### config.mk
export PLATFORM = sky130hd
export DESIGN_NAME = vga_video_adapter_flat
export DESIGN_NICKNAME = d
export VERILOG_FILES = /design/src/rtl/vga_video_adapter_if.sv /design/src/rtl/vga_video_adapter.sv /design/src/flat_wrapper.sv
export SDC_FILE = /design/constraint.sdc
export NUM_CORES = 1
export LEC_CHECK = 0
export ABC_AREA = 1
export BUFFER_PORTS_ARGS = -buffer_cell sky130_fd_sc_hd__buf_2
export CAP_MARGIN = 20
export CORE_MARGIN = 2
export CORE_UTILIZATION = 60
export CTS_BUF_LIST = sky130_fd_sc_hd__clkbuf_4 sky130_fd_sc_hd__clkbuf_8
export CTS_CLUSTER_SIZE = 14
export DETAILED_ROUTE_END_ITERATION = 12
export PLACE_DENSITY = 0.95
export SLEW_MARGIN = 20
export SYNTH_ARGS = -nofsm -noshare
export SYNTH_HDL_FRONTEND = slang
export SYNTH_SLANG_ARGS = --single-unit
### constraint.sdc
create_clock -name clk_sys -period 5.9 [get_ports clk_sys]
set_clock_uncertainty 0.2 [all_clocks]
set_input_delay 0.295 -clock clk_sys [delete_from_list [all_inputs] [get_ports clk_sys]]
set_output_delay 0.295 -clock clk_sys [all_outputs]
set_load 0.03 [all_outputs]
### src/rtl/vga_video_adapter_if.sv
// rtl/vga_video_adapter_if.sv - raw game-core video in, framework video and timing status out
interface vga_video_adapter_if;
    logic        hs_in;
    logic        vs_in;
    logic [3:0]  r_in;
    logic [3:0]  g_in;
    logic [3:0]  b_in;
    logic        ce_pix;
    logic [7:0]  vga_r;
    logic [7:0]  vga_g;
    logic [7:0]  vga_b;
    logic        vga_hs;
    logic        vga_vs;
    logic        vga_de;
    logic        hblank;
    logic        vblank;
    logic        locked;
    logic [11:0] h_total;
    logic [10:0] v_total;

    // master is the game-core/framework side, slave is the adapter
    modport master (
        output hs_in, vs_in, r_in, g_in, b_in,
        input  ce_pix, vga_r, vga_g, vga_b, vga_hs, vga_vs, vga_de,
        input  hblank, vblank, locked, h_total, v_total
    );

    modport slave (
        input  hs_in, vs_in, r_in, g_in, b_in,
        output ce_pix, vga_r, vga_g, vga_b, vga_hs, vga_vs, vga_de,
        output hblank, vblank, locked, h_total, v_total
    );
endinterface

### src/rtl/vga_video_adapter.sv
// rtl/vga_video_adapter.sv - pixel enable, blanking/DE reconstruction from sync edges, colour expansion, timing lock
module vga_video_adapter #(
    parameter int CE_DIV   = 4,
    parameter int HS_POL   = 0,
    parameter int VS_POL   = 0,
    parameter int H_BP     = 48,
    parameter int H_ACTIVE = 640,
    parameter int V_BP     = 33,
    parameter int V_ACTIVE = 480
) (
    input  logic               clk_sys,
    input  logic               reset,
    vga_video_adapter_if.slave vid
);
    localparam int               DIV_W    = $clog2(CE_DIV);
    localparam logic [DIV_W-1:0] DIV_LAST = DIV_W'(CE_DIV - 1);
    localparam logic             HS_ACT   = (HS_POL != 0);
    localparam logic             VS_ACT   = (VS_POL != 0);
    localparam logic [11:0]      H_START  = 12'(H_BP);
    localparam logic [11:0]      H_END    = 12'(H_BP + H_ACTIVE);
    localparam logic [10:0]      V_START  = 11'(V_BP);
    localparam logic [10:0]      V_END    = 11'(V_BP + V_ACTIVE);
    localparam logic [11:0]      H_MAX    = '1;
    localparam logic [10:0]      V_MAX    = '1;

    logic [DIV_W-1:0] div;
    logic             tick;
    logic             hs_s1, vs_s1;
    logic [3:0]       r_s1, g_s1, b_s1;
    logic [11:0]      h_cnt, h_inc, h_total;
    logic [10:0]      v_cnt, v_inc, v_total;
    logic             seen_vs, h_mismatch, locked, locked_next;
    logic             hs_te, vs_te, h_mm, lock_ok;
    logic             h_act, v_act, de_next;
    logic [7:0]       vga_r, vga_g, vga_b;
    logic             vga_hs, vga_vs, vga_de, hblank, vblank;

    assign tick = (div == DIV_LAST);

    always_ff @(posedge clk_sys) begin
        if (reset || tick) begin
            div <= '0;
        end else begin
            div <= div + DIV_W'(1);
        end
    end

    // Edges compare the held sample with the one arriving this tick, so the
    // counters stay aligned with the stage-1 pixel they describe.
    always_comb begin
        hs_te       = (hs_s1 == HS_ACT) && (vid.hs_in != HS_ACT);
        vs_te       = (vs_s1 == VS_ACT) && (vid.vs_in != VS_ACT);
        h_inc       = (h_cnt == H_MAX) ? h_cnt : h_cnt + 12'd1;
        v_inc       = (v_cnt == V_MAX) ? v_cnt : v_cnt + 11'd1;
        h_mm        = hs_te && (h_inc != h_total);
        lock_ok     = seen_vs && (v_cnt == v_total) && (v_cnt >= V_END)
                      && !h_mismatch && !h_mm;
        locked_next = vs_te ? lock_ok : locked;
        if (!hs_te && (h_inc == H_MAX)) begin
            locked_next = 1'b0;
        end
        h_act       = (h_cnt >= H_START) && (h_cnt < H_END);
        v_act       = seen_vs && (v_cnt >= V_START) && (v_cnt < V_END);
        de_next     = h_act && v_act && locked;
    end

    always_ff @(posedge clk_sys) begin
        if (reset) begin
            hs_s1      <= ~HS_ACT;
            vs_s1      <= ~VS_ACT;
            r_s1       <= '0;
            g_s1       <= '0;
            b_s1       <= '0;
            h_cnt      <= '0;
            v_cnt      <= '0;
            h_total    <= '0;
            v_total    <= '0;
            seen_vs    <= 1'b0;
            h_mismatch <= 1'b0;
            locked     <= 1'b0;
            vga_r      <= '0;
            vga_g      <= '0;
            vga_b      <= '0;
            vga_hs     <= 1'b0;
            vga_vs     <= 1'b0;
            vga_de     <= 1'b0;
            hblank     <= 1'b0;
            vblank     <= 1'b0;
        end else if (tick) begin
            hs_s1 <= vid.hs_in;
            vs_s1 <= vid.vs_in;
            r_s1  <= vid.r_in;
            g_s1  <= vid.g_in;
            b_s1  <= vid.b_in;

            if (hs_te) begin
                h_total <= h_inc;
                h_cnt   <= '0;
            end else begin
                h_cnt   <= h_inc;
            end

            // A coincident hsync edge belongs to the new frame: vsync wins.
            if (vs_te) begin
                v_total <= v_cnt;
                v_cnt   <= '0;
                seen_vs <= 1'b1;
            end else if (hs_te) begin
                v_cnt   <= v_inc;
            end

            h_mismatch <= vs_te ? 1'b0 : (h_mismatch || h_mm);
            locked     <= locked_next;

            vga_hs <= hs_s1;
            vga_vs <= vs_s1;
            vga_de <= de_next;
            hblank <= ~h_act;
            vblank <= ~v_act;
            vga_r  <= de_next ? {r_s1, r_s1} : 8'h00;
            vga_g  <= de_next ? {g_s1, g_s1} : 8'h00;
            vga_b  <= de_next ? {b_s1, b_s1} : 8'h00;
        end
    end

    assign vid.ce_pix  = tick;
    assign vid.vga_r   = vga_r;
    assign vid.vga_g   = vga_g;
    assign vid.vga_b   = vga_b;
    assign vid.vga_hs  = vga_hs;
    assign vid.vga_vs  = vga_vs;
    assign vid.vga_de  = vga_de;
    assign vid.hblank  = hblank;
    assign vid.vblank  = vblank;
    assign vid.locked  = locked;
    assign vid.h_total = h_total;
    assign vid.v_total = v_total;
endmodule
### src/flat_wrapper.sv
// flat-port wrapper written by rule: the top's interface ports become plain ports
module vga_video_adapter_flat 
#(
    parameter int CE_DIV   = 4,
    parameter int HS_POL   = 0,
    parameter int VS_POL   = 0,
    parameter int H_BP     = 48,
    parameter int H_ACTIVE = 640,
    parameter int V_BP     = 33,
    parameter int V_ACTIVE = 480
)
  (clk_sys, reset, vid_hs_in, vid_vs_in, vid_r_in, vid_g_in, vid_b_in, vid_ce_pix, vid_vga_r, vid_vga_g, vid_vga_b, vid_vga_hs, vid_vga_vs, vid_vga_de, vid_hblank, vid_vblank, vid_locked, vid_h_total, vid_v_total);
  vga_video_adapter_if vid_i ();
  input  logic clk_sys;
  input  logic reset;
  input wire logic [$bits(vid_i.hs_in)-1:0] vid_hs_in;
  input wire logic [$bits(vid_i.vs_in)-1:0] vid_vs_in;
  input wire logic [$bits(vid_i.r_in)-1:0] vid_r_in;
  input wire logic [$bits(vid_i.g_in)-1:0] vid_g_in;
  input wire logic [$bits(vid_i.b_in)-1:0] vid_b_in;
  output wire logic [$bits(vid_i.ce_pix)-1:0] vid_ce_pix;
  output wire logic [$bits(vid_i.vga_r)-1:0] vid_vga_r;
  output wire logic [$bits(vid_i.vga_g)-1:0] vid_vga_g;
  output wire logic [$bits(vid_i.vga_b)-1:0] vid_vga_b;
  output wire logic [$bits(vid_i.vga_hs)-1:0] vid_vga_hs;
  output wire logic [$bits(vid_i.vga_vs)-1:0] vid_vga_vs;
  output wire logic [$bits(vid_i.vga_de)-1:0] vid_vga_de;
  output wire logic [$bits(vid_i.hblank)-1:0] vid_hblank;
  output wire logic [$bits(vid_i.vblank)-1:0] vid_vblank;
  output wire logic [$bits(vid_i.locked)-1:0] vid_locked;
  output wire logic [$bits(vid_i.h_total)-1:0] vid_h_total;
  output wire logic [$bits(vid_i.v_total)-1:0] vid_v_total;
  assign vid_i.hs_in = vid_hs_in;
  assign vid_i.vs_in = vid_vs_in;
  assign vid_i.r_in = vid_r_in;
  assign vid_i.g_in = vid_g_in;
  assign vid_i.b_in = vid_b_in;
  assign vid_ce_pix = vid_i.ce_pix;
  assign vid_vga_r = vid_i.vga_r;
  assign vid_vga_g = vid_i.vga_g;
  assign vid_vga_b = vid_i.vga_b;
  assign vid_vga_hs = vid_i.vga_hs;
  assign vid_vga_vs = vid_i.vga_vs;
  assign vid_vga_de = vid_i.vga_de;
  assign vid_hblank = vid_i.hblank;
  assign vid_vblank = vid_i.vblank;
  assign vid_locked = vid_i.locked;
  assign vid_h_total = vid_i.h_total;
  assign vid_v_total = vid_i.v_total;
  vga_video_adapter #(.CE_DIV(CE_DIV), .HS_POL(HS_POL), .VS_POL(VS_POL), .H_BP(H_BP), .H_ACTIVE(H_ACTIVE), .V_BP(V_BP), .V_ACTIVE(V_ACTIVE)) u_core (.clk_sys(clk_sys), .reset(reset), .vid(vid_i));
endmodule
==> flow_summary_export.csv, run 1 <==
group,metric,value,unit
grt,grt_pass1_vias,3641,
run_status,status,"finished clean",
floorplan,floorplan.rows,29,
setup_path,reg2reg_slack,3.17,ns
min_path,holdPathEnd,"u_core.vs_s1$_SDFFE_PP1P_",
route,drc,0,
clocking,clkTransAtPathRegs,0.09,ns
yosys,synth_top_family_by_area,"simple AND/OR/NAND/NOR gates",
grt,grt_max_degree,32,
setup_path,cp.required,5.96,ns
route,wl,9.860,mm
route,drt_iter0_drc,361,
grt,grt_usage,27.80,%
floorplan,die_w,85.04,µm
yosys,synth_seq_area_share,41.66,%
clocking,cts-root-buf,"clkbuf_8",
yosys,synth_flop_cell,"dfxtp_1",
yosys,yosys.area.top_type,"dfxtp_1",
route,wire_per_inst,14.15,µm
route,ant_nets,0,
route,post_drt_via_cell_ratio,5.676,
timing,worst_pin_slew,0.8726,ns
yosys,synth-compound-area-share,15.94,%
timing,fin_ws,3.173,ns
route,first_pass_iters,6,
clocking,cts-buffers-inserted,9,
yosys,synth.most_common_cell,"nand2_1",
yosys,synth_edf_count,0,
clocking,cts_resized,0,
cells_and_area,fillCellCount,485,
grt,grt_pass1_wl,16.36,mm
route,vias,3956,
placed_design,numPortBuffers,69,
min_path,hp-start,"vid_vs_in",
floorplan,initial_utilization,62.05,%
clocking,post_cts_buffers,0,
setup_path,startpoint_type,"flip-flop",
floorplan,coreArea,6350,µm²
yosys,synth_common_cells,"nand2_1, dfxtp_1, inv_1, nand3_1",
timing,min_period_over_period,46.22,%
yosys,synth_cell_types,35,
setup_path,worstReg2RegStart,"u_core.div[0]$_SDFF_PP0_",
yosys,synth-async-reset-ratio,0,%
timing,fmax,0.3667,GHz
clocking,clock_sinks,82,
cells_and_area,final_layout_size_suffix_gt1_share,16.61,%
placed_design,place_hpwl,6.956,mm
yosys,syn_area_per_cell,7.164,µm²
yosys,synth_area,3940,µm²
timing,fin_crit,2.727,ns
job,maxCapViolCount,0,
min_path,hp-class,"in -> reg",
power,leakage,2.184,nW
yosys,synthSimpleGateAreaFrac,27.82,%
yosys,synth_fa_ha_area_share,1.588,%
grt,antenna_found_initial,0,
setup_path,r2r_cells,10,
floorplan,die_h,85.04,µm
timing,report.final.slew_viol_count,0,
clocking,cts_tree,"built",
clocking,cts.path.max_buffers,2,
yosys,post-synth-top-area-fraction,41.66,%
yosys,synth_area_leaders,"dfxtp_1, nand2_1, inv_1",
timing,maxSlewHeadroom,41.43,%
setup_path,endpoint_kind,"flip-flop",
yosys,yosysWarnings,0,
grt,overflow,0,
min_path,min_path_cells,3,
setup_path,timing.rr.end,"u_core.v_cnt[9]$_SDFFE_PP0P_",
floorplan,die-area,7231,µm²
power,vdd_drop_max,0.1843,mV
yosys,muxShareOfSynthArea,0,%
floorplan,ios,70,
timing,fin_setup_tns,0,ns
power,power.density,238.8,nW/µm²
yosys,syn_inst,550,
yosys,synth_xor_area_share,1.334,%
cells_and_area,nets,636,
placed_design,gp_congestion,0.9722,
clocking,clk_latency,0.36,ns
setup_path,critPathMaxFanout,12,
timing,hold_viol,0,
cells_and_area,syn2layout_area_growth,16.45,%
setup_path,worstPathArrival,2.79,ns
yosys,synth_nets,571,
timing,holdWs,0.04432,ns
timing,rsz0062_at_grt,"no",
clocking,htreeDepth,3,
timing,setup_viol,0,
yosys,synth_seq_cells,82,
setup_path,crit_type,"reg -> reg",
placed_design,dp_slack,3.189,ns
cells_and_area,num_antenna_cells,0,
worst max-delay path by stage:
| stage | startpoint | end | slack (ns) |
|---|---|---|---|
| 3_3_place_gp | u_core.div[0]$_SDFF_PP0_ | u_core.h_cnt[2]$_SDFFE_PP0P_ | 3.38 |
| 3_5_place_dp | u_core.div[0]$_SDFF_PP0_ | u_core.h_cnt[2]$_SDFFE_PP0P_ | 3.19 |
| 6_report | u_core.div[0]$_SDFF_PP0_ | u_core.v_cnt[9]$_SDFFE_PP0P_ | 3.17 |
| 2_1_floorplan | u_core.div[0]$_SDFF_PP0_ | u_core.v_cnt[8]$_SDFFE_PP0P_ | 3.71 |
| 5_1_grt | u_core.div[0]$_SDFF_PP0_ | u_core.v_cnt[9]$_SDFFE_PP0P_ | 2.95 |
| 4_1_cts | u_core.div[0]$_SDFF_PP0_ | u_core.h_cnt[2]$_SDFFE_PP0P_ | 3.18 |
area by class of cell:
type                       count  area, µm²  area share, %
timing repair buffer          84      488.0          10.64
clock buffer                   9      123.9          2.700
clock inverter                 7      106.4          2.318
inverter                      76      285.3          6.218
sequential                    82       1642          35.78
tap                           77      96.34          2.100
multi-input combinational    362       1847          40.25
timing repair:
action                                 in CTS  in global routing
setup endpoints to repair                   0                  0
endpoints found under the hold margin      12                  0
hold buffers                               12                  0
power breakdown:
group	internal (mW)	leakage [nW]	switching [mW]
registers	0.562	0.662	0.00514
logic	0.0212	1.41	0.0370
clock network	0.247	0.117	0.224
total	0.830	2.18	0.266
registers in the layout (all words and copies together), names as in the netlist, 4 cells and up:
name,count
u_core.r_s1,4
u_core.b_s1,4
u_core.vid.vga_b,4
u_core.h_cnt,12
u_core.g_s1,4
u_core.v_cnt,11
u_core.vid.vga_g,4
u_core.vid.vga_r,4
u_core.vid.v_total,11
u_core.vid.h_total,12
stage by stage:
step           utilization, %  cells  cell area, µm²  power [mW]
2_1_floorplan               -    550            3940      0.6134
3_3_place_gp            66.54    668            4225      0.6284
3_5_place_dp            66.54    668            4225      0.6296
4_1_cts                 72.06    696            4576       1.098
5_1_grt                 72.26    697            4588       1.127
6_report                72.26    697            4588       1.096
layer usage:
metal	vias to the layer above	global-route usage (%)	share of wire, %
li1	1921	-	-
met1	1823	37.16	45
met2	188	45.53	46
met3	24	4.961	7.6
met4	0	9.524	1.9
met5	-	0	0
layout by cell type (no fill, tap or decap), types with 2 or more instances in the layout:
| cell type | count |
|---|---|
| nand2_1 | 125 |
| dfxtp_1 | 82 |
| inv_1 | 74 |
| buf_2 | 69 |
| nand3_1 | 45 |
| o21ai_0 | 40 |
| nor2_1 | 39 |
| a21oi_1 | 33 |
| a22o_1 | 13 |
| dlygate4sd3_1 | 12 |
| o22ai_1 | 10 |
| clkbuf_8 | 9 |
| nand4_1 | 8 |
| nor3_1 | 7 |
| nor2_4 | 5 |
| ha_1 | 5 |
| o211ai_1 | 4 |
| xor2_1 | 4 |
| nand2_2 | 3 |
| inv_6 | 3 |
| buf_4 | 3 |
| nor4_1 | 2 |
| inv_2 | 2 |
| o21ai_1 | 2 |
| nor3b_1 | 2 |
| a211oi_1 | 2 |
| o2111ai_1 | 2 |
| nand3b_1 | 2 |
| xnor2_1 | 2 |
| bufinv_16 | 2 |
cells by family after synthesis:
family | after synthesis
and+or+nand+nor | 243
xor gates and xnor gates | 6
buffers and inverters | 106
DFF | 82
adders and majority gates | 5
AOI/OAI and AO/OA | 108
critical path, stage by stage (launching register included):
cell	delay (ns)
dfxtp_1	0.34
ha_1	0.32
inv_1	0.14
nor2_1	0.59
nand2_1	0.19
nand2_1	0.17
inv_2	0.11
nor3_2	0.21
nand3_1	0.11
o21ai_0	0.18
nor2_1	0.06
Note: power is estimated with default switching activity, not from simulation.
==> inputs of run 2 (changes only) <==
--- a/config.mk
+++ b/config.mk
@@ -9,11 +9,11 @@
 export BUFFER_PORTS_ARGS = -buffer_cell sky130_fd_sc_hd__buf_2
 export CAP_MARGIN = 20
 export CORE_MARGIN = 2
-export CORE_UTILIZATION = 60
+export CORE_UTILIZATION = 52
 export CTS_BUF_LIST = sky130_fd_sc_hd__clkbuf_4 sky130_fd_sc_hd__clkbuf_8
 export CTS_CLUSTER_SIZE = 14
 export DETAILED_ROUTE_END_ITERATION = 12
-export PLACE_DENSITY = 0.95
+export PLACE_DENSITY = 0.88
 export SLEW_MARGIN = 20
 export SYNTH_ARGS = -nofsm -noshare
 export SYNTH_HDL_FRONTEND = slang
==> constraint.sdc (replaced) <==
create_clock -name clk_sys -period 2.5 [get_ports clk_sys]
set_clock_uncertainty 0.2 [all_clocks]
set_input_delay 0.125 -clock clk_sys [delete_from_list [all_inputs] [get_ports clk_sys]]
set_output_delay 0.125 -clock clk_sys [all_outputs]
set_load 0.03 [all_outputs]
==> run 2 against run 1 <==
Net effect:
- utilization is 8.3 points lower
- final area is 1.7% higher
- count of clock-buffer cells in the layout stayed put
- register-to-register slack worse by 3.0 ns
- combinational power is 140% higher
- total power is 130% higher
- flip-flop and latch count stayed put
- sequential share of layout area is 0.58 points lower
- hold slack better by 0.19 ns
- clock power is 110% higher
- fmax is 16% higher
- critical path type unchanged
- largest cell class unchanged
- largest power group unchanged
==> flow_summary_export.csv, run 2 (synthesis results as in run 1) <==
group,metric,value,unit
run_status,status,"finished clean",
grt,antenna_found_initial,0,
grt,grt_pass1_wl,16.77,mm
setup_path,crit_path_cell_trace,"ha_2, nand2_2, nor2_4, buf_4, nand3_4, nand2_1, nand3_1, nor2_1, nand2_1, o21ai_0, a21oi_1",
cells_and_area,syn2layout_area_growth,18.45,%
setup_path,max_stage_delay,0.41,ns
placed_design,place_hpwl,7.164,mm
route,wire_per_inst,14.14,µm
cells_and_area,layout_common_cells,"nand2_1, dfxtp_1, inv_1",
clocking,clock_sinks,82,
route,vias,3967,
setup_path,critPathBufInv,1,
clocking,cts-buffers-inserted,9,
floorplan,floorplan.rows,31,
clocking,htreeDepth,3,
grt,grt_usage,24.64,%
timing,min_period_over_period,94.31,%
cells_and_area,largest_registers,"u_core.h_cnt x12, u_core.vid.h_total x12",
grt,overflow,0,
grt,grt_pass1_vias,3557,
setup_path,timing.rr.end,"u_core.vid.locked$_SDFFE_PP0P_",
route,ant_nets,0,
clocking,clk_latency,0.36,ns
power,power.density,533.0,nW/µm²
route,post_drt_via_cell_ratio,5.464,
setup_path,critPathSlowestCell,"dfxtp_1",
route,wl,10.27,mm
power,leakage,2.194,nW
timing,fmax,0.4241,GHz
job,maxCapViolCount,0,
setup_path,worstPathArrival,2.40,ns
setup_path,cp_top_family,"simple AND/OR/NAND/NOR gates",
setup_path,reg2reg_slack,0.14,ns
setup_path,endpoint_kind,"flip-flop",
timing,rsz0062_at_grt,"no",
placed_design,numPortBuffers,69,
setup_path,startpoint_type,"flip-flop",
clocking,cts_tree,"built",
min_path,min_path_cells,1,
clocking,cts.path.max_buffers,2,
setup_path,path_common_cell,"nand2_1",
floorplan,ios,70,
floorplan,coreArea,7292,µm²
timing,report.final.slew_viol_count,0,
setup_path,worstReg2RegStart,"u_core.h_cnt[0]$_SDFFE_PP0P_",
route,drc,0,
setup_path,cp.required,2.55,ns
floorplan,die_w,91.05,µm
setup_path,critPathMaxFanout,10,
timing,maxSlewHeadroom,36.99,%
setup_path,crit_type,"reg -> reg",
min_path,holdPathEnd,"u_core.div[0]$_SDFF_PP0_",
floorplan,die_h,91.05,µm
timing,fin_setup_tns,0,ns
timing,fin_crit,2.358,ns
clocking,clkTransAtPathRegs,0.09,ns
timing,worst_pin_slew,0.9389,ns
timing,setup_viol,0,
setup_path,r2r_cells,11,
timing,hold_viol,0,
power,p_total,2.487,mW
route,drt_iter0_drc,325,
clocking,cts-root-buf,"clkbuf_8",
min_path,hp-start,"u_core.div[0]$_SDFF_PP0_",
floorplan,die-area,8289,µm²
power,vdd_drop_max,0.2682,mV
min_path,hp-class,"reg -> reg",
cells_and_area,final_layout_size_suffix_gt1_share,17.54,%
cells_and_area,layout_commonest_cell,"nand2_1",
placed_design,gp_congestion,0.9139,
grt,grt_max_degree,30,
cells_and_area,nets,643,
floorplan,initial_utilization,54.03,%
route,first_pass_iters,5,
cells_and_area,num_antenna_cells,0,
==> run 2: layout make-up <==
cell class	instances	area [µm²]
clock inverter	7	83.83
timing repair buffer	90	540.5
inverter	76	285.3
clock buffer	9	123.9
sequential	82	1643
multi-input combinational	363	1867
fill	647	2625
tap	99	123.9
==> run 2: timing repair <==
item	in CTS	in global routing
hold buffers	15	0
setup buffers	0	1
hold endpoints to repair	19	0
gates resized for setup	0	4
endpoints found under the setup margin	0	3
==> run 2: how the worst max path moves through the flow <==
stage	start	end	slack, ns	cells past startpoint
final	u_core.h_cnt[0]$_SDFFE_PP0P_	u_core.vid.locked$_SDFFE_PP0P_	0.14	11
after floorplan	u_core.div[0]$_SDFF_PP0_	u_core.v_cnt[8]$_SDFFE_PP0P_	0.31	10
after CTS	u_core.h_cnt[1]$_SDFFE_PP0P_	u_core.vid.locked$_SDFFE_PP0P_	0.12	12
after global placement	u_core.h_cnt[1]$_SDFFE_PP0P_	u_core.vid.locked$_SDFFE_PP0P_	0.29	14
after detailed placement	u_core.h_cnt[1]$_SDFFE_PP0P_	u_core.vid.locked$_SDFFE_PP0P_	0.13	12
after global routing	u_core.h_cnt[0]$_SDFFE_PP0P_	u_core.h_mismatch$_SDFFE_PP0P_	0.01	14
==> run 2: metrics by stage <==
step / hold slack (ns) / worst slack (ns) / cells / area, µm² / util, %
floorplan: 0.05048 / 0.3089 / 550 / 3940 / -
CTS: 0.2387 / 0.1227 / 724 / 4633 / 63.54
finish: 0.2368 / 0.1423 / 726 / 4667 / 64.00
global route: 0.2743 / 0.01041 / 726 / 4667 / 64.00
global placement: 0.1387 / 0.2875 / 693 / 4275 / 58.63
detailed placement: 0.1445 / 0.1315 / 693 / 4275 / 58.63
==> run 2: where the power goes <==
group | switching [mW] | leakage (nW) | internal (mW) | total [mW]
logic | 0.0880 | 1.43 | 0.0544 | 0.142
clock network | 0.527 | 0.102 | 0.479 | 1.01
registers | 0.0128 | 0.662 | 1.33 | 1.34
total | 0.628 | 2.19 | 1.86 | 2.49
==> run 2: layer usage <==
metal	routed length, µm	up-vias	GRT usage, %	share of wire (%)
li1	-	1940	-	-
met1	4585	1835	33.39	45
met2	4750	174	39.44	46
met3	753	18	5.145	7.3
met4	178	0	7.702	1.7
met5	0	-	0	0
==> inputs of run 3 (changes only) <==
--- a/config.mk
+++ b/config.mk
@@ -8,6 +8,7 @@
 export ABC_AREA = 1
 export BUFFER_PORTS_ARGS = -buffer_cell sky130_fd_sc_hd__buf_2
 export CAP_MARGIN = 20
+export CORE_ASPECT_RATIO = 0.9
 export CORE_MARGIN = 2
 export CORE_UTILIZATION = 52
 export CTS_BUF_LIST = sky130_fd_sc_hd__clkbuf_4 sky130_fd_sc_hd__clkbuf_8
==> run 3 against run 2 <==
Net effect:
- via count is 1.6% lower
- highest routed layer unchanged
- non-clock buffer count is 1 lower
- clock power hardly changed
- critical path depth is 3 higher
- wire length is 1.0% lower
- utilization is 1.5 points lower
- critical endpoint unchanged
- fmax hardly changed
==> flow_summary_export.csv, run 3 (synthesis results as in run 1) <==
group,metric,value,unit
run_status,status,"finished clean",
clocking,clkTransAtPathRegs,0.09,ns
job,maxCapViolCount,0,
placed_design,numPortBuffers,69,
cells_and_area,layout_common_cells,"nand2_1, dfxtp_1, inv_1",
cells_and_area,syn2layout_area_growth,17.82,%
timing,report.final.slew_viol_count,0,
timing,fmax,0.4245,GHz
setup_path,endpoint_kind,"flip-flop",
grt,grt_pass1_vias,3546,
cells_and_area,design_area,4642,µm²
floorplan,coreArea,7432,µm²
placed_design,gp_congestion,0.9274,
cells_and_area,fillCellCount,653,
timing,rsz0062_at_grt,"no",
min_path,hp-start,"u_core.div[0]$_SDFF_PP0_",
route,first_pass_iters,5,
route,post_drt_via_cell_ratio,5.409,
power,vdd_drop_max,0.2396,mV
clocking,cts-root-buf,"clkbuf_8",
placed_design,place_area,4272,µm²
timing,fin_ws,0.1440,ns
timing,min_period_over_period,94.24,%
clocking,clock_sinks,82,
setup_path,cp.required,2.53,ns
clocking,cts.path.max_buffers,2,
floorplan,initial_utilization,53.01,%
cells_and_area,multi_input_area,1852,µm²
clocking,clk_latency,0.36,ns
cells_and_area,num_antenna_cells,0,
setup_path,crit_type,"reg -> reg",
setup_path,reg2reg_slack,0.14,ns
min_path,holdPathEnd,"u_core.div[0]$_SDFF_PP0_",
cells_and_area,largest_registers,"u_core.h_cnt x12, u_core.vid.h_total x12",
setup_path,r2r_cells,14,
clocking,cts-buffers-inserted,9,
timing,fin_setup_tns,0,ns
route,wl,10.16,mm
grt,grt_pass1_wl,16.05,mm
timing,setup_viol,0,
grt,overflow,0,
floorplan,die_h,86.58,µm
grt,grt_max_degree,31,
clocking,htreeDepth,3,
placed_design,place_hpwl,7.049,mm
cells_and_area,stdcell_count,722,
cells_and_area,regArea,1642,µm²
power,p_total,2.491,mW
route,drt_iter0_drc,309,
route,vias,3905,
clocking,cts_resized,0,
cells_and_area,layout_commonest_cell,"nand2_1",
min_path,min_path_cells,1,
route,drc,0,
timing,maxSlewHeadroom,36.58,%
floorplan,floorplan.rows,30,
floorplan,die_w,95.76,µm
clocking,cts_tree,"built",
timing,fin_crit,2.356,ns
route,wire_per_inst,14.07,µm
setup_path,startpoint_type,"flip-flop",
placed_design,dp_cells,690,
power,power.density,536.6,nW/µm²
power,leakage,2.192,nW
grt,grt_usage,24.52,%
placed_design,dp_slack,0.2035,ns
timing,hold_viol,0,
setup_path,timing.rr.end,"u_core.vid.locked$_SDFFE_PP0P_",
setup_path,worstPathArrival,2.39,ns
floorplan,ios,70,
route,ant_nets,0,
timing,worst_pin_slew,0.9450,ns
floorplan,die-area,8290,µm²
clocking,post_cts_buffers,0,
setup_path,critPathMaxFanout,11,
cells_and_area,final_layout_size_suffix_gt1_share,16.93,%
grt,antenna_found_initial,0,
min_path,hp-class,"reg -> reg",
setup_path,worstReg2RegStart,"u_core.h_cnt[1]$_SDFFE_PP0P_",
cells_and_area,nets,642,
==> run 3: cell types whose count changed in the layout (fill, tap and decap cells not counted), sizes merged <==
cell    change
buf         -1
clkbuf      +1
inv         -1
==> run 3: stage by stage <==
| stage | util (%) | hold WS (ns) |
|---|---|---|
| 2_1_floorplan | - | 0.05048 |
| 3_3_place_gp | 57.47 | 0.1396 |
| 3_5_place_dp | 57.47 | 0.1441 |
| 4_1_cts | 62.32 | 0.2286 |
| 5_1_grt | 62.46 | 0.2681 |
| 6_report | 62.46 | 0.2267 |
==> run 3: worst max-delay path by stage <==
stage | start | to | slack (ns) | depth (start not counted)
final | u_core.h_cnt[1]$_SDFFE_PP0P_ | u_core.vid.locked$_SDFFE_PP0P_ | 0.14 | 14
after global routing | u_core.v_cnt[0]$_SDFFE_PP0P_ | u_core.v_cnt[7]$_SDFFE_PP0P_ | 0.008 | 13
after CTS | u_core.h_cnt[1]$_SDFFE_PP0P_ | u_core.vid.locked$_SDFFE_PP0P_ | 0.17 | 14
after detailed placement | u_core.h_cnt[1]$_SDFFE_PP0P_ | u_core.vid.locked$_SDFFE_PP0P_ | 0.20 | 14
after global placement | u_core.h_cnt[1]$_SDFFE_PP0P_ | u_core.vid.locked$_SDFFE_PP0P_ | 0.27 | 12
after floorplan | u_core.div[0]$_SDFF_PP0_ | u_core.v_cnt[8]$_SDFFE_PP0P_ | 0.31 | 10
==> run 3: area by class of cell <==
class / count / area share (%)
inverters: 76 / 6.146
clock buffers: 10 / 2.965
clock inverters: 6 / 1.563
flip-flops and latches: 82 / 35.36
well taps: 96 / 2.588
multi-input cells: 363 / 39.89
repair buffers: 89 / 11.48
==> run 3: timing repair <==
item                                    CTS  global route
endpoints found under the setup margin    0             1
endpoints found under the hold margin    19             0
hold buffers                             15             0
==> run 3: metal layers <==
layer	vias up	share of wire (%)	wire [µm]	GRT usage [%]
met2	165	46	4677	40.24
met5	-	0	0	0
met4	0	1.5	148	8.831
li1	1934	-	-	-
met1	1790	46	4635	32.64
met3	16	6.9	698	4.000
==> run 3: worst max-delay path, stage by stage, from the launching register on <==
cell and delay [ns]:
dfxtp_1 0.42, ha_1 0.26, nand2_2 0.11, nor2_4 0.20, nand3_4 0.19, nand2_1 0.13, nand2_1 0.11, nor2_1 0.13
nand2_1 0.06, nor2_1 0.11, nand2_1 0.09, nand2_1 0.07, nor2_1 0.04, nand2_1 0.06, a21oi_1 0.05
==> run 3: where the power goes <==
| part | total [mW] | switching [mW] | internal (mW) |
|---|---|---|---|
| clock | 1.01 | 0.508 | 0.499 |
| sequential | 1.34 | 0.0122 | 1.33 |
| combinational | 0.145 | 0.0904 | 0.0548 |
